$ cat src/rtl/packer_pkg.sv
`default_nettype none
// ============================================================================
// Module      : packer_pkg
// Description : Shared constants and helpers for the byte packer slice.
//               IN_WIDTH_DEF / RATIO_DEF  - default lane width and pack ratio
//               OUT_WIDTH                 - packed word width for the defaults
//               CNT_WIDTH                 - lane counter width for the defaults
//               keep_mask()               - lane count -> contiguous keep mask
// Revision    : 1.0 - initial release
// ============================================================================
package packer_pkg;

  localparam int IN_WIDTH_DEF = 8;
  localparam int RATIO_DEF    = 4;
  localparam int OUT_WIDTH    = IN_WIDTH_DEF * RATIO_DEF;
  localparam int CNT_WIDTH    = $clog2(RATIO_DEF);

  // Largest legal ratio is 8, so an 8-bit mask covers every configuration;
  // callers truncate to RATIO lanes. n lanes valid -> n ones from bit 0.
  function automatic logic [7:0] keep_mask(input logic [3:0] n);
    logic [8:0] t;
    t = (9'd1 << n) - 9'd1;
    return t[7:0];
  endfunction

endpackage : packer_pkg
`default_nettype wire

$ cat src/rtl/packer_idle_timer.sv
`default_nettype none
// ============================================================================
// Module      : packer_idle_timer
// Description : Saturating idle counter. Counts enabled cycles, holds at
//               TIMEOUT, and reports expired while saturated. TIMEOUT=0
//               disables the timer (expired is constant low).
// Ports       : clk     - clock
//               rst     - synchronous active-high reset
//               clear   - restart counting from zero (wins over enable)
//               enable  - count this cycle
//               expired - counter has reached TIMEOUT
// Revision    : 1.0 - initial release
// ============================================================================
module packer_idle_timer #(
  parameter int TIMEOUT = 16
) (
  input  logic clk,
  input  logic rst,
  input  logic clear,
  input  logic enable,
  output logic expired
);

  generate
    if (TIMEOUT == 0) begin : g_disabled
      assign expired = 1'b0;
    end else begin : g_enabled
      localparam int TW = $clog2(TIMEOUT + 1);
      logic [TW-1:0] timer_q;

      always_ff @(posedge clk) begin
        if (rst || clear) begin
          timer_q <= '0;
        end else if (enable && (timer_q != TW'(TIMEOUT))) begin
          timer_q <= timer_q + 1'b1;
        end
      end

      // Stays high while saturated so an expiry that lands while the output
      // register is stalled is still honoured once it frees.
      assign expired = (timer_q == TW'(TIMEOUT));
    end
  endgenerate

endmodule : packer_idle_timer
`default_nettype wire

$ cat src/rtl/byte_packer.sv
`default_nettype none
// ============================================================================
// Module      : byte_packer
// Description : Packs RATIO input beats of IN_WIDTH bits into one output word,
//               first beat in the LSBs. Partial words are emitted on flush or
//               after TIMEOUT idle cycles, with keep_out marking valid lanes.
// Ports       : clk, rst            - clock, synchronous active-high reset
//               valid_in/ready_in   - input beat handshake, data_in payload
//               flush               - emit the current partial word
//               valid_out/ready_out - output word handshake
//               data_out, keep_out  - packed word and per-lane valid mask
// Revision    : 1.0 - initial release
// ============================================================================
module byte_packer
  import packer_pkg::*;
#(
  parameter int IN_WIDTH = IN_WIDTH_DEF,
  parameter int RATIO    = RATIO_DEF,
  parameter int TIMEOUT  = 16
) (
  input  logic                      clk,
  input  logic                      rst,
  input  logic                      valid_in,
  input  logic [IN_WIDTH-1:0]       data_in,
  output logic                      ready_in,
  input  logic                      flush,
  output logic                      valid_out,
  output logic [IN_WIDTH*RATIO-1:0] data_out,
  output logic [RATIO-1:0]          keep_out,
  input  logic                      ready_out
);

  localparam int OUT_W = IN_WIDTH * RATIO;
  localparam int CW    = $clog2(RATIO);

  logic [CW-1:0]    count_q, count_d;
  logic             valid_q, valid_d;
  logic [OUT_W-1:0] data_q, data_d;
  logic [RATIO-1:0] keep_q, keep_d;
  logic             pend_q, pend_d;

  logic             w_accept;
  logic             w_last_lane;
  logic             w_full;
  logic             w_out_xfer;
  logic             w_out_free;
  logic [CW:0]      w_cnt_eff;
  logic             w_expired;
  logic             w_flush_req;
  logic             w_do_flush;
  logic             w_load;
  logic [RATIO-1:0] w_keep;
  logic [OUT_W-1:0] w_word;

  assign w_last_lane = (count_q == CW'(RATIO - 1));
  // Only stall: the final lane is due while the held word cannot leave.
  assign ready_in    = !(w_last_lane && valid_q && !ready_out);
  assign w_accept    = valid_in && ready_in;
  assign w_full      = w_accept && w_last_lane;
  assign w_out_xfer  = valid_q && ready_out;
  assign w_out_free  = !valid_q || ready_out;

  // Lanes occupied once this cycle's beat (if any) is counted.
  assign w_cnt_eff   = {1'b0, count_q} + {{CW{1'b0}}, w_accept};

  assign w_flush_req = flush || pend_q || w_expired;
  // A full word already empties the accumulator, so flush has nothing extra.
  assign w_do_flush  = w_flush_req && !w_full && (w_cnt_eff != '0) && w_out_free;
  assign w_load      = w_full || w_do_flush;

  assign w_keep      = RATIO'(keep_mask(4'(w_cnt_eff)));

  // Candidate output word: stored lanes, the current beat in lane count_q,
  // and zeros in every lane beyond the valid count.
  generate
    for (genvar k = 0; k < RATIO; k++) begin : g_lane
      logic [IN_WIDTH-1:0] w_acc_lane;

      if (k < RATIO - 1) begin : g_acc
        logic [IN_WIDTH-1:0] lane_q;

        always_ff @(posedge clk) begin
          if (rst) begin
            lane_q <= '0;
          end else if (w_accept && !w_full && (count_q == CW'(k))) begin
            lane_q <= data_in;
          end
        end

        assign w_acc_lane = lane_q;
      end else begin : g_top
        // The last lane is never stored; it comes straight from data_in.
        assign w_acc_lane = '0;
      end

      assign w_word[k*IN_WIDTH +: IN_WIDTH] =
        !w_keep[k]                           ? '0      :
        (w_accept && (count_q == CW'(k)))    ? data_in :
                                               w_acc_lane;
    end
  endgenerate

  packer_idle_timer #(
    .TIMEOUT (TIMEOUT)
  ) u_idle_timer (
    .clk     (clk),
    .rst     (rst),
    .clear   (w_accept || w_load),
    .enable  ((count_q != '0) && !w_accept),
    .expired (w_expired)
  );

  always_comb begin
    count_d = count_q;
    if (w_load) begin
      count_d = '0;
    end else if (w_accept) begin
      count_d = count_q + 1'b1;
    end
  end

  always_comb begin
    valid_d = valid_q;
    data_d  = data_q;
    keep_d  = keep_q;
    if (w_load) begin
      valid_d = 1'b1;
      data_d  = w_word;
      keep_d  = w_keep;
    end else if (w_out_xfer) begin
      valid_d = 1'b0;
    end
  end

  // Remember a flush that arrives while the output register is stalled.
  assign pend_d = !w_load &&
                  (pend_q || (flush && (w_cnt_eff != '0) && !w_out_free));

  always_ff @(posedge clk) begin
    if (rst) begin
      count_q <= '0;
      valid_q <= 1'b0;
      data_q  <= '0;
      keep_q  <= '0;
      pend_q  <= 1'b0;
    end else begin
      count_q <= count_d;
      valid_q <= valid_d;
      data_q  <= data_d;
      keep_q  <= keep_d;
      pend_q  <= pend_d;
    end
  end

  assign valid_out = valid_q;
  assign data_out  = data_q;
  assign keep_out  = keep_q;

endmodule : byte_packer
`default_nettype wire

$ cat config.mk
export PLATFORM = sky130hd
export DESIGN_NAME = byte_packer
export DESIGN_NICKNAME = d
export VERILOG_FILES = /design/src/rtl/packer_pkg.sv /design/src/rtl/packer_idle_timer.sv /design/src/rtl/byte_packer.sv
export SDC_FILE = /design/constraint.sdc
export NUM_CORES = 1
export LEC_CHECK = 0
export ABC_AREA = 1
export CAP_MARGIN = 40
export CORE_ASPECT_RATIO = 0.5
export CORE_MARGIN = 4
export CORE_UTILIZATION = 24
export DETAILED_ROUTE_END_ITERATION = 12
export PLACE_DENSITY = 0.43
export SKIP_LAST_GASP = 1
export SLEW_MARGIN = 15
export SYNTH_ARGS = -nofsm -noshare
export SYNTH_HDL_FRONTEND = slang
export SYNTH_SLANG_ARGS = --single-unit
$ cat constraint.sdc
create_clock -name clk -period 5.39 [get_ports clk]
set_input_delay 1.078 -clock clk [delete_from_list [all_inputs] [get_ports clk]]
set_output_delay 1.078 -clock clk [all_outputs]
set_load 0.02 [all_outputs]
Word-level counts from Yosys, hierarchy flattened
Index checks and enable logic that the tools add are counted.
{ "op_classes": {"add_sub_neg": 4, "n_eq_ne": 5, "shift": 1, "muxes": 10, "n_reduce_logical": 39} }
{ "op_table": {"columns": ["op", "n"], "rows": [
  ["8-bit two-way mux", 8],
  ["1-bit logical AND", 20],
  ["1-bit logical NOT", 7],
  ["1-bit logical OR", 7],
  ["5-bit by 1-bit adder with 5-bit output (second input constant)", 1],
  ["5-bit equality test (second input constant)", 1],
  ["5-bit != test (second input constant)", 1],
  ["2-bit equality test (second input constant)", 2],
  ["2-bit nonzero test", 2],
  ["1-bit by 3-bit << shifter with 4-bit output (first input constant)", 1],
  ["4-bit by 1-bit subtractor with 4-bit output (second input constant)", 1],
  ["2-bit by 1-bit adder with 3-bit output", 1],
  ["3-bit nonzero test", 1],
  ["2-bit by 1-bit adder with 2-bit output (second input constant)", 1],
  ["2-bit by 1-bit equality test with 1-bit output (second input constant)", 1],
  ["2-bit logical NOT", 1],
  ["1-bit two-way mux", 2],
  ["2-bit OR reduction", 1]
]} }
{ "totals": {"register_bits": 69, "input_bits": 13, "out_inout_bits": 38, "elab_cells": 68} }

Logic depth before layout (Yosys ltp)
Gate-level depths: netlist (run 1).
{ "depth": {"ltp_word": 13, "ltp_mapped": 15, "mapped_depth_nobuf": 14} }

Hierarchy
Synthesis (run 1) repeated with hierarchy kept, for this count alone.
{ "unflattened": {"cells_unflattened": 409, "hier_area_um2": 3064.2} }
{ "modules_own_cells": {"columns": ["module", "instances", "cells_each", "area_per_inst_um2", "seq_area_each_um2"], "rows": [
  ["byte_packer", 1, 368, 2798.9, 1281.2],
  ["packer_idle_timer", 1, 41, 265.3, 100.1]
]} }

Worst setup path after synthesis (run 1)
OpenSTA, ideal clock, no wires.
{ "synth_path": {"path_kind": "input -> register", "start": "input port ready_out", "end": "register data_q[16] (netlist: data_out[16])", "setup_ns": 0.059, "arrival_ns": 2.949, "required_time_ns": 5.331, "setup_slack_ns": 2.382, "cell_stages": 15, "n_path_buf": 1, "cell_sequence": "inv_1 nand3_2 nand2_1 inv_1 ha_1 ha_1 inv_1 nand2_1 buf_2 ha_1 inv_1 o21ai_1 a21oi_2 nand3_1 nand2_1"} }
{ "synth_between": {"elab_chain_cells": 10, "elab_cells_between_ends": 18, "classes_between": "add/sub (2); shift (1); mux (2); reduce/logical (13)"} }
{ "synth_rtl": {"columns": ["element", "line_no", "text"], "rows": [
  ["start, declared", "byte_packer.sv:30", "input logic ready_out"],
  ["1-bit logical NOT *", "byte_packer.sv:57", "assign ready_in = !(w_last_lane && valid_q && !ready_out);"],
  ["1-bit logical AND *", "byte_packer.sv:57", null],
  ["1-bit logical NOT *", "byte_packer.sv:57", null],
  ["1-bit logical AND *", "byte_packer.sv:58", "assign w_accept = valid_in && ready_in;"],
  ["net w_accept", "byte_packer.sv:42", "logic w_accept;"],
  ["branches (longest 6 deep; another with 4-bit by 1-bit subtractor with 4-bit output)", null, null],
  ["end signal, assigned", "byte_packer.sv:149", "data_q <= data_d;"],
  ["end, declared", "byte_packer.sv:38", "logic [OUT_W-1:0] data_q, data_d;"]
]} }
Mark *: on every way through the listed nets, which the timed path passes.
A chain may end at the register's enable or synchronous reset.

Worst setup path in the final report (run 1)
{ "layout_path": {"start": "input port ready_out", "end": "register data_q[22] (netlist: data_out[22])"} }
The elaborated chain is that of the path after synthesis.

==> impl_metrics.toml, run 1 <==
[sta]
drv_slew = 0
setup_viol = 0
max_freq_ghz = 0.272
hold_ws_ns = 0.444
fin_skew_ns = 0.00442
final_critical_path_setup_slack_ns = 1.71
min_period_ns = 3.68
fin_tns_setup_ns = 0
slew_headroom_pct = 45.7
rsz0062_at_grt = "false"
period_share_pct = 68.2
timing.final.hold_violations = 0
tightest_slew_ns = 0.814

[die]
dieArea_sq_mm = 0.0151
pin_count = 51
start_util_pct = 24.7
fp.dieW_um = 170
fp-row-count = 29
die_y_um = 89.0
core_area_sq_mm = 0.0127

[power_and_ir_drop]
cellLeakagePower_nw = 1.69
vdd_drop_max_mv = 0.121
p_per_area_mw_per_mm2 = 318

[clock_network]
path_clk_slew_ns = 0.05
cts_hold_buf = 0
numCtsBuffers = 9
cts-resized-gates = 0
cts_setup_buffers = 0
root_buffer = "clkbuf_16"
clkLatencyLatePin_ns = 0.33
ctsLongestPathBuffers = 2
htree_levels = 3
cts_tree = "done"
clkSinkCount = 69

[drt]
via_per_inst = 4.41
dr.pass1.iters = 4
drcViolationCount = 0
vias = 2829
ant_nets = 0
wl_per_cell_um = 13.8
drt_iter0_drc = 103
finalWirelength_um = 8850

[synthesis]
synthCells = 427
ys_seq_elements = 69
yosys.area_share.simple_pct = 34.2
synth-xor-area-share_pct = 0.835
synth-adder-area-share_pct = 3.58
yosysWarningCount = 0
synth_top_family_by_area = "simple AND/OR/NAND/NOR gates"
synth.cell_area_sq_mm = 0.00315
synth_nets = 449
muxShareOfSynthArea_pct = 0
synth_cell_types = 25
avgSynthCellArea_sq_um = 7.37
synth-compound-area-share_pct = 8.39
synth_seq_area_share_pct = 43.9

[setup_path]
required_ns = 5.67
critPathKind = "input pin to flip-flop"
cp-end-kind = "flip-flop"
worstSetupStartpointType = "input pin"
critPathMaxFanout = 22
worst-endpoint-arrival_ns = 3.95

[layout]
fin_area_sq_mm = 0.00400
layout_commonest_cell = "nand2_1"
diodes = 0
final_layout_size_suffix_gt1_share_pct = 6.37
final_cell_mix = "nand2_1, dfxtp_1, clkdlybuf4s50_1"
synthToLayoutAreaGrowth_pct = 27.0
fin_nets = 489

[run]
maxCapViolCount = 0

[placed_design]
hpwl_um = 5940
post_dp_cell_area_sq_mm = 0.00372
gp_routability_congestion = 0.843
dp_slack_ns = 1.37
numPortBuffers = 50

[grt]
grt_overflow = 0
grt_use_total_pct = 12.4
antenna_found_initial = 0
grt_pass1_vias = 2779
grt_max_degree = 48
grt_pass1_wl_um = 14600

[worst_hold_path]
hp-class = "flip-flop to flip-flop"

[outcome]
status = "completed"
==> cell usage after synthesis <==
| cell type | n | area, sq um |
|---|---|---|
| buf_2 | 12 | 60.1 |
| inv_2 | 2 | 7.51 |
| dfxtp_1 | 69 | 1380 |
| nand3_2 | 6 | 60.1 |
| buf_6 | 6 | 67.6 |
| clkbuf_1 | 2 | 7.51 |
| nor2_1 | 4 | 15.0 |
| nand3_1 | 33 | 165 |
| xor2_1 | 1 | 8.76 |
| xnor2_1 | 2 | 17.5 |
| inv_4 | 1 | 6.26 |
| nand2_1 | 155 | 582 |
| ha_1 | 9 | 113 |
| nand2_2 | 3 | 18.8 |
| clkinv_1 | 1 | 3.75 |
| a21oi_1 | 33 | 165 |
| buf_4 | 3 | 22.5 |
| inv_1 | 30 | 113 |
| nor2_2 | 1 | 6.26 |
| nand3_4 | 1 | 17.5 |
| a21oi_2 | 1 | 8.76 |
| nor3_1 | 1 | 5.00 |
| nand4_1 | 33 | 206 |
| o21ai_0 | 16 | 80.1 |
| o21ai_1 | 2 | 10.0 |
==> per-layer routing <==
layer	part of all wire (%)	GRT usage (%)	vias up
li1	-	-	1476
met1	50	16.2	1313
met4	1.4	3.99	0
met2	45	20.0	30
met5	0	0	-
met3	3.9	3.89	10
==> kinds of logic after synthesis <==
kind of cell               Yosys count
and+or+nand+nor                    237
adders and majority gates            9
xor gates and xnor gates             3
buffers and inverters               57
AOI/OAI and AO/OA                   52
DFF                                 69
==> where the power goes <==
part	switching [W]	total [W]	leakage [nW]	internal (W)
combinational	0.000117	0.000171	0.994	0.0000537
sequential	0.0000119	0.000543	0.560	0.000531
clock	0.000210	0.000555	0.139	0.000346
total	0.000339	0.00127	1.69	0.000931
==> critical path, cell delays in order <==
cell             delay (ns)
clkdlybuf4s50_1        0.42
inv_1                  0.07
nand3_2                0.05
buf_4                  0.21
nand2_1                0.17
inv_1                  0.09
ha_1                   0.19
ha_1                   0.21
nor2_1                 0.16
nand2_1                0.28
ha_1                   0.30
inv_1                  0.08
o21ai_1                0.08
a21oi_2                0.37
nand3_1                0.13
nand2_1                0.07
==> final cells by class <==
class,count,area [sq um]
Clock buffer,14,274
Clock inverter,1,5.00
Multi-Input combinational cell,301,1480
Sequential cell,69,1380
Inverter,34,130
Timing Repair Buffer,52,515
Tap cell,170,213
Fill cell,1393,8740
==> metrics by stage <==
| step | util, % | cells | total power [W] |
|---|---|---|---|
| after floorplan | - | 427 | 0.000670 |
| after global routing | 31.4 | 641 | 0.00133 |
| final | 31.4 | 641 | 0.00127 |
| after detailed placement | 29.2 | 626 | 0.000727 |
| after CTS | 31.4 | 641 | 0.00129 |
| after global placement | 29.2 | 626 | 0.000727 |
==> state kept, by name, indices dropped and copies added (netlist names) <==
register,count
valid_out,1
g_lane.g_acc.lane_q,24
count_q,2
pend_q,1
data_out,32
keep_out,4
u_idle_timer.g_enabled.timer_q,5
==> path summary, 6_finish.rpt <==
check	endpoint	cells after the start	startpoint	slack, ns
setup / recovery	data_out[22]	16	ready_out	1.71
hold / removal	g_lane[1].g_acc.lane_q[2]	2	g_lane[1].g_acc.lane_q[2]	0.44
setup reg to reg	data_out[22]	15	count_q[0]	2.24
hold reg to reg	g_lane[1].g_acc.lane_q[2]	2	g_lane[1].g_acc.lane_q[2]	0.44
No activity file was read; power rests on OpenSTA's default activity.
==> run 2, diff against run 1 <==
Clock period 5.39 ns to 3.7 ns, I/O delays scaled along.
==> impl_metrics.toml, run 2 (same netlist as run 1, synthesis figures left out) <==
[drt]
dr.pass1.iters = 5
wl_per_cell_um = 13.9
finalWirelength_um = 8900
drt_iter0_drc = 128
via_per_inst = 4.35
drcViolationCount = 0
vias = 2791
ant_nets = 0

[sta]
final_critical_path_setup_slack_ns = 0.710
setup_viol = 0
fin_tns_setup_ns = 0
max_freq_ghz = 0.334
timing.final.hold_violations = 0
fin_skew_ns = 0.00475
drv_slew = 0
tightest_slew_ns = 0.578
rsz0062_at_grt = "false"
min_period_ns = 2.99
period_share_pct = 80.8
slew_headroom_pct = 61.3

[placed_design]
hpwl_um = 5810
numPortBuffers = 50
post_dp_cell_area_sq_mm = 0.00373
dp_slack_ns = 0.436
gp_routability_congestion = 0.762

[die]
fp.dieW_um = 170
dieArea_sq_mm = 0.0151
start_util_pct = 24.7
pin_count = 51
core_area_sq_mm = 0.0127
die_y_um = 89.0
fp-row-count = 29

[grt]
grt_max_degree = 39
grt_pass1_wl_um = 14200
grt_pass1_vias = 2668
grt_overflow = 0
grt_use_total_pct = 12.0
antenna_found_initial = 0

[setup_path]
worstSetupStartpointType = "input pin"
rrSetupSlack_ns = 0.97
required_ns = 2.96
cp-endpoint = "ready_in"
timing.rr.start = "count_q[0]"
worst-endpoint-arrival_ns = 2.25
rr_worst_depth = 12
timing.rr.end = "data_out[12]"
cp-startpoint = "ready_out"
cp-end-kind = "output port"
critPathKind = "input pin to output port"
critPathMaxFanout = 21

[power_and_ir_drop]
power_switching_share_pct = 26.1
cellLeakagePower_nw = 1.71
p_int_w = 0.00143
p_clk_share_pct = 45.8
p_per_area_mw_per_mm2 = 478
p_switching_w = 0.000502
vdd_drop_max_mv = 0.227
combPwrFrac_pct = 13.2
p_seq_share_pct = 41.0

[layout]
largest_reg_flops = 32
fin_nets = 491
final_layout_size_suffix_gt1_share_pct = 6.78
final-seq-area_sq_mm = 0.00138
final_cell_mix = "nand2_1, dfxtp_1, clkdlybuf4s50_1"
fillers = 1386
multi_input_area_sq_mm = 0.00148
synthToLayoutAreaGrowth_pct = 28.1
fin_area_sq_mm = 0.00403
layout_commonest_cell = "nand2_1"
diodes = 0

[clock_network]
clkLatencyLatePin_ns = 0.33
htree_levels = 3
root_buffer = "clkbuf_16"
path_clk_slew_ns = 0.05
cts_setup_buffers = 0
cts_hold_buf = 0
clkSinkCount = 69
cts_tree = "done"
cts-resized-gates = 0
numCtsBuffers = 9
ctsLongestPathBuffers = 2

[outcome]
status = "completed"

[worst_hold_path]
hp-class = "flip-flop to flip-flop"

[run]
maxCapViolCount = 0
run 2: cell count changes in the layout (fill, tap and decap cells not counted):
cell,delta
buf_4,+2
bufinv_16,+1
clkbuf_1,-1
clkinv_2,-1
run 2: critical path: stages:
cell and delay [ns]:
clkdlybuf4s50_1 0.47, inv_1 0.05, nand3_2 0.05, buf_4 0.27, clkdlybuf4s50_1 0.66
run 2: worst min-delay path by stage:
stage,start,to,depth (start not counted)
after floorplan,g_lane[0].g_acc.lane_q[7],g_lane[0].g_acc.lane_q[7],2
after global placement,keep_out[1],keep_out[1],2
after detailed placement,keep_out[0],keep_out[0],2
after CTS,g_lane[0].g_acc.lane_q[0],g_lane[0].g_acc.lane_q[0],2
after global routing,g_lane[1].g_acc.lane_q[7],g_lane[1].g_acc.lane_q[7],2
final,g_lane[1].g_acc.lane_q[3],g_lane[1].g_acc.lane_q[3],2
run 2: area by class of cell:
cell class | instances | area share (%)
Clock buffer | 13 | 6.70
Clock inverter | 1 | 0.744
Inverter | 34 | 3.23
Multi-Input combinational cell | 301 | 36.7
Sequential cell | 69 | 34.2
Tap cell | 170 | 5.27
Timing Repair Buffer | 54 | 13.2
run 2: power by group through the flow:
stage,Combinational [W],Clock [W],Sequential [W]
after floorplan,0.000158,0,0.000819
after global placement,0.000256,0,0.000807
after detailed placement,0.000257,0,0.000807
after CTS,0.000258,0.000909,0.000791
after global routing,0.000286,0.000939,0.000794
final,0.000254,0.000883,0.000790
run 2: layer usage:
metal | share of wire, % | track usage (%) | wire length (um)
met5 | 0 | 0 | 0
met4 | 1.5 | 3.55 | 135
met3 | 4.3 | 3.49 | 382
met2 | 42 | 18.3 | 3770
met1 | 52 | 16.6 | 4610
run 2: stage by stage:
stage / hold WS [ns] / utilization [%] / cells / power, W
2_1_floorplan: 0.423 / - / 427 / 0.000976
3_3_place_gp: 0.432 / 29.3 / 628 / 0.00106
3_5_place_dp: 0.436 / 29.3 / 628 / 0.00106
4_1_cts: 0.445 / 31.7 / 642 / 0.00196
5_1_grt: 0.462 / 31.7 / 642 / 0.00202
6_report: 0.443 / 31.7 / 642 / 0.00193
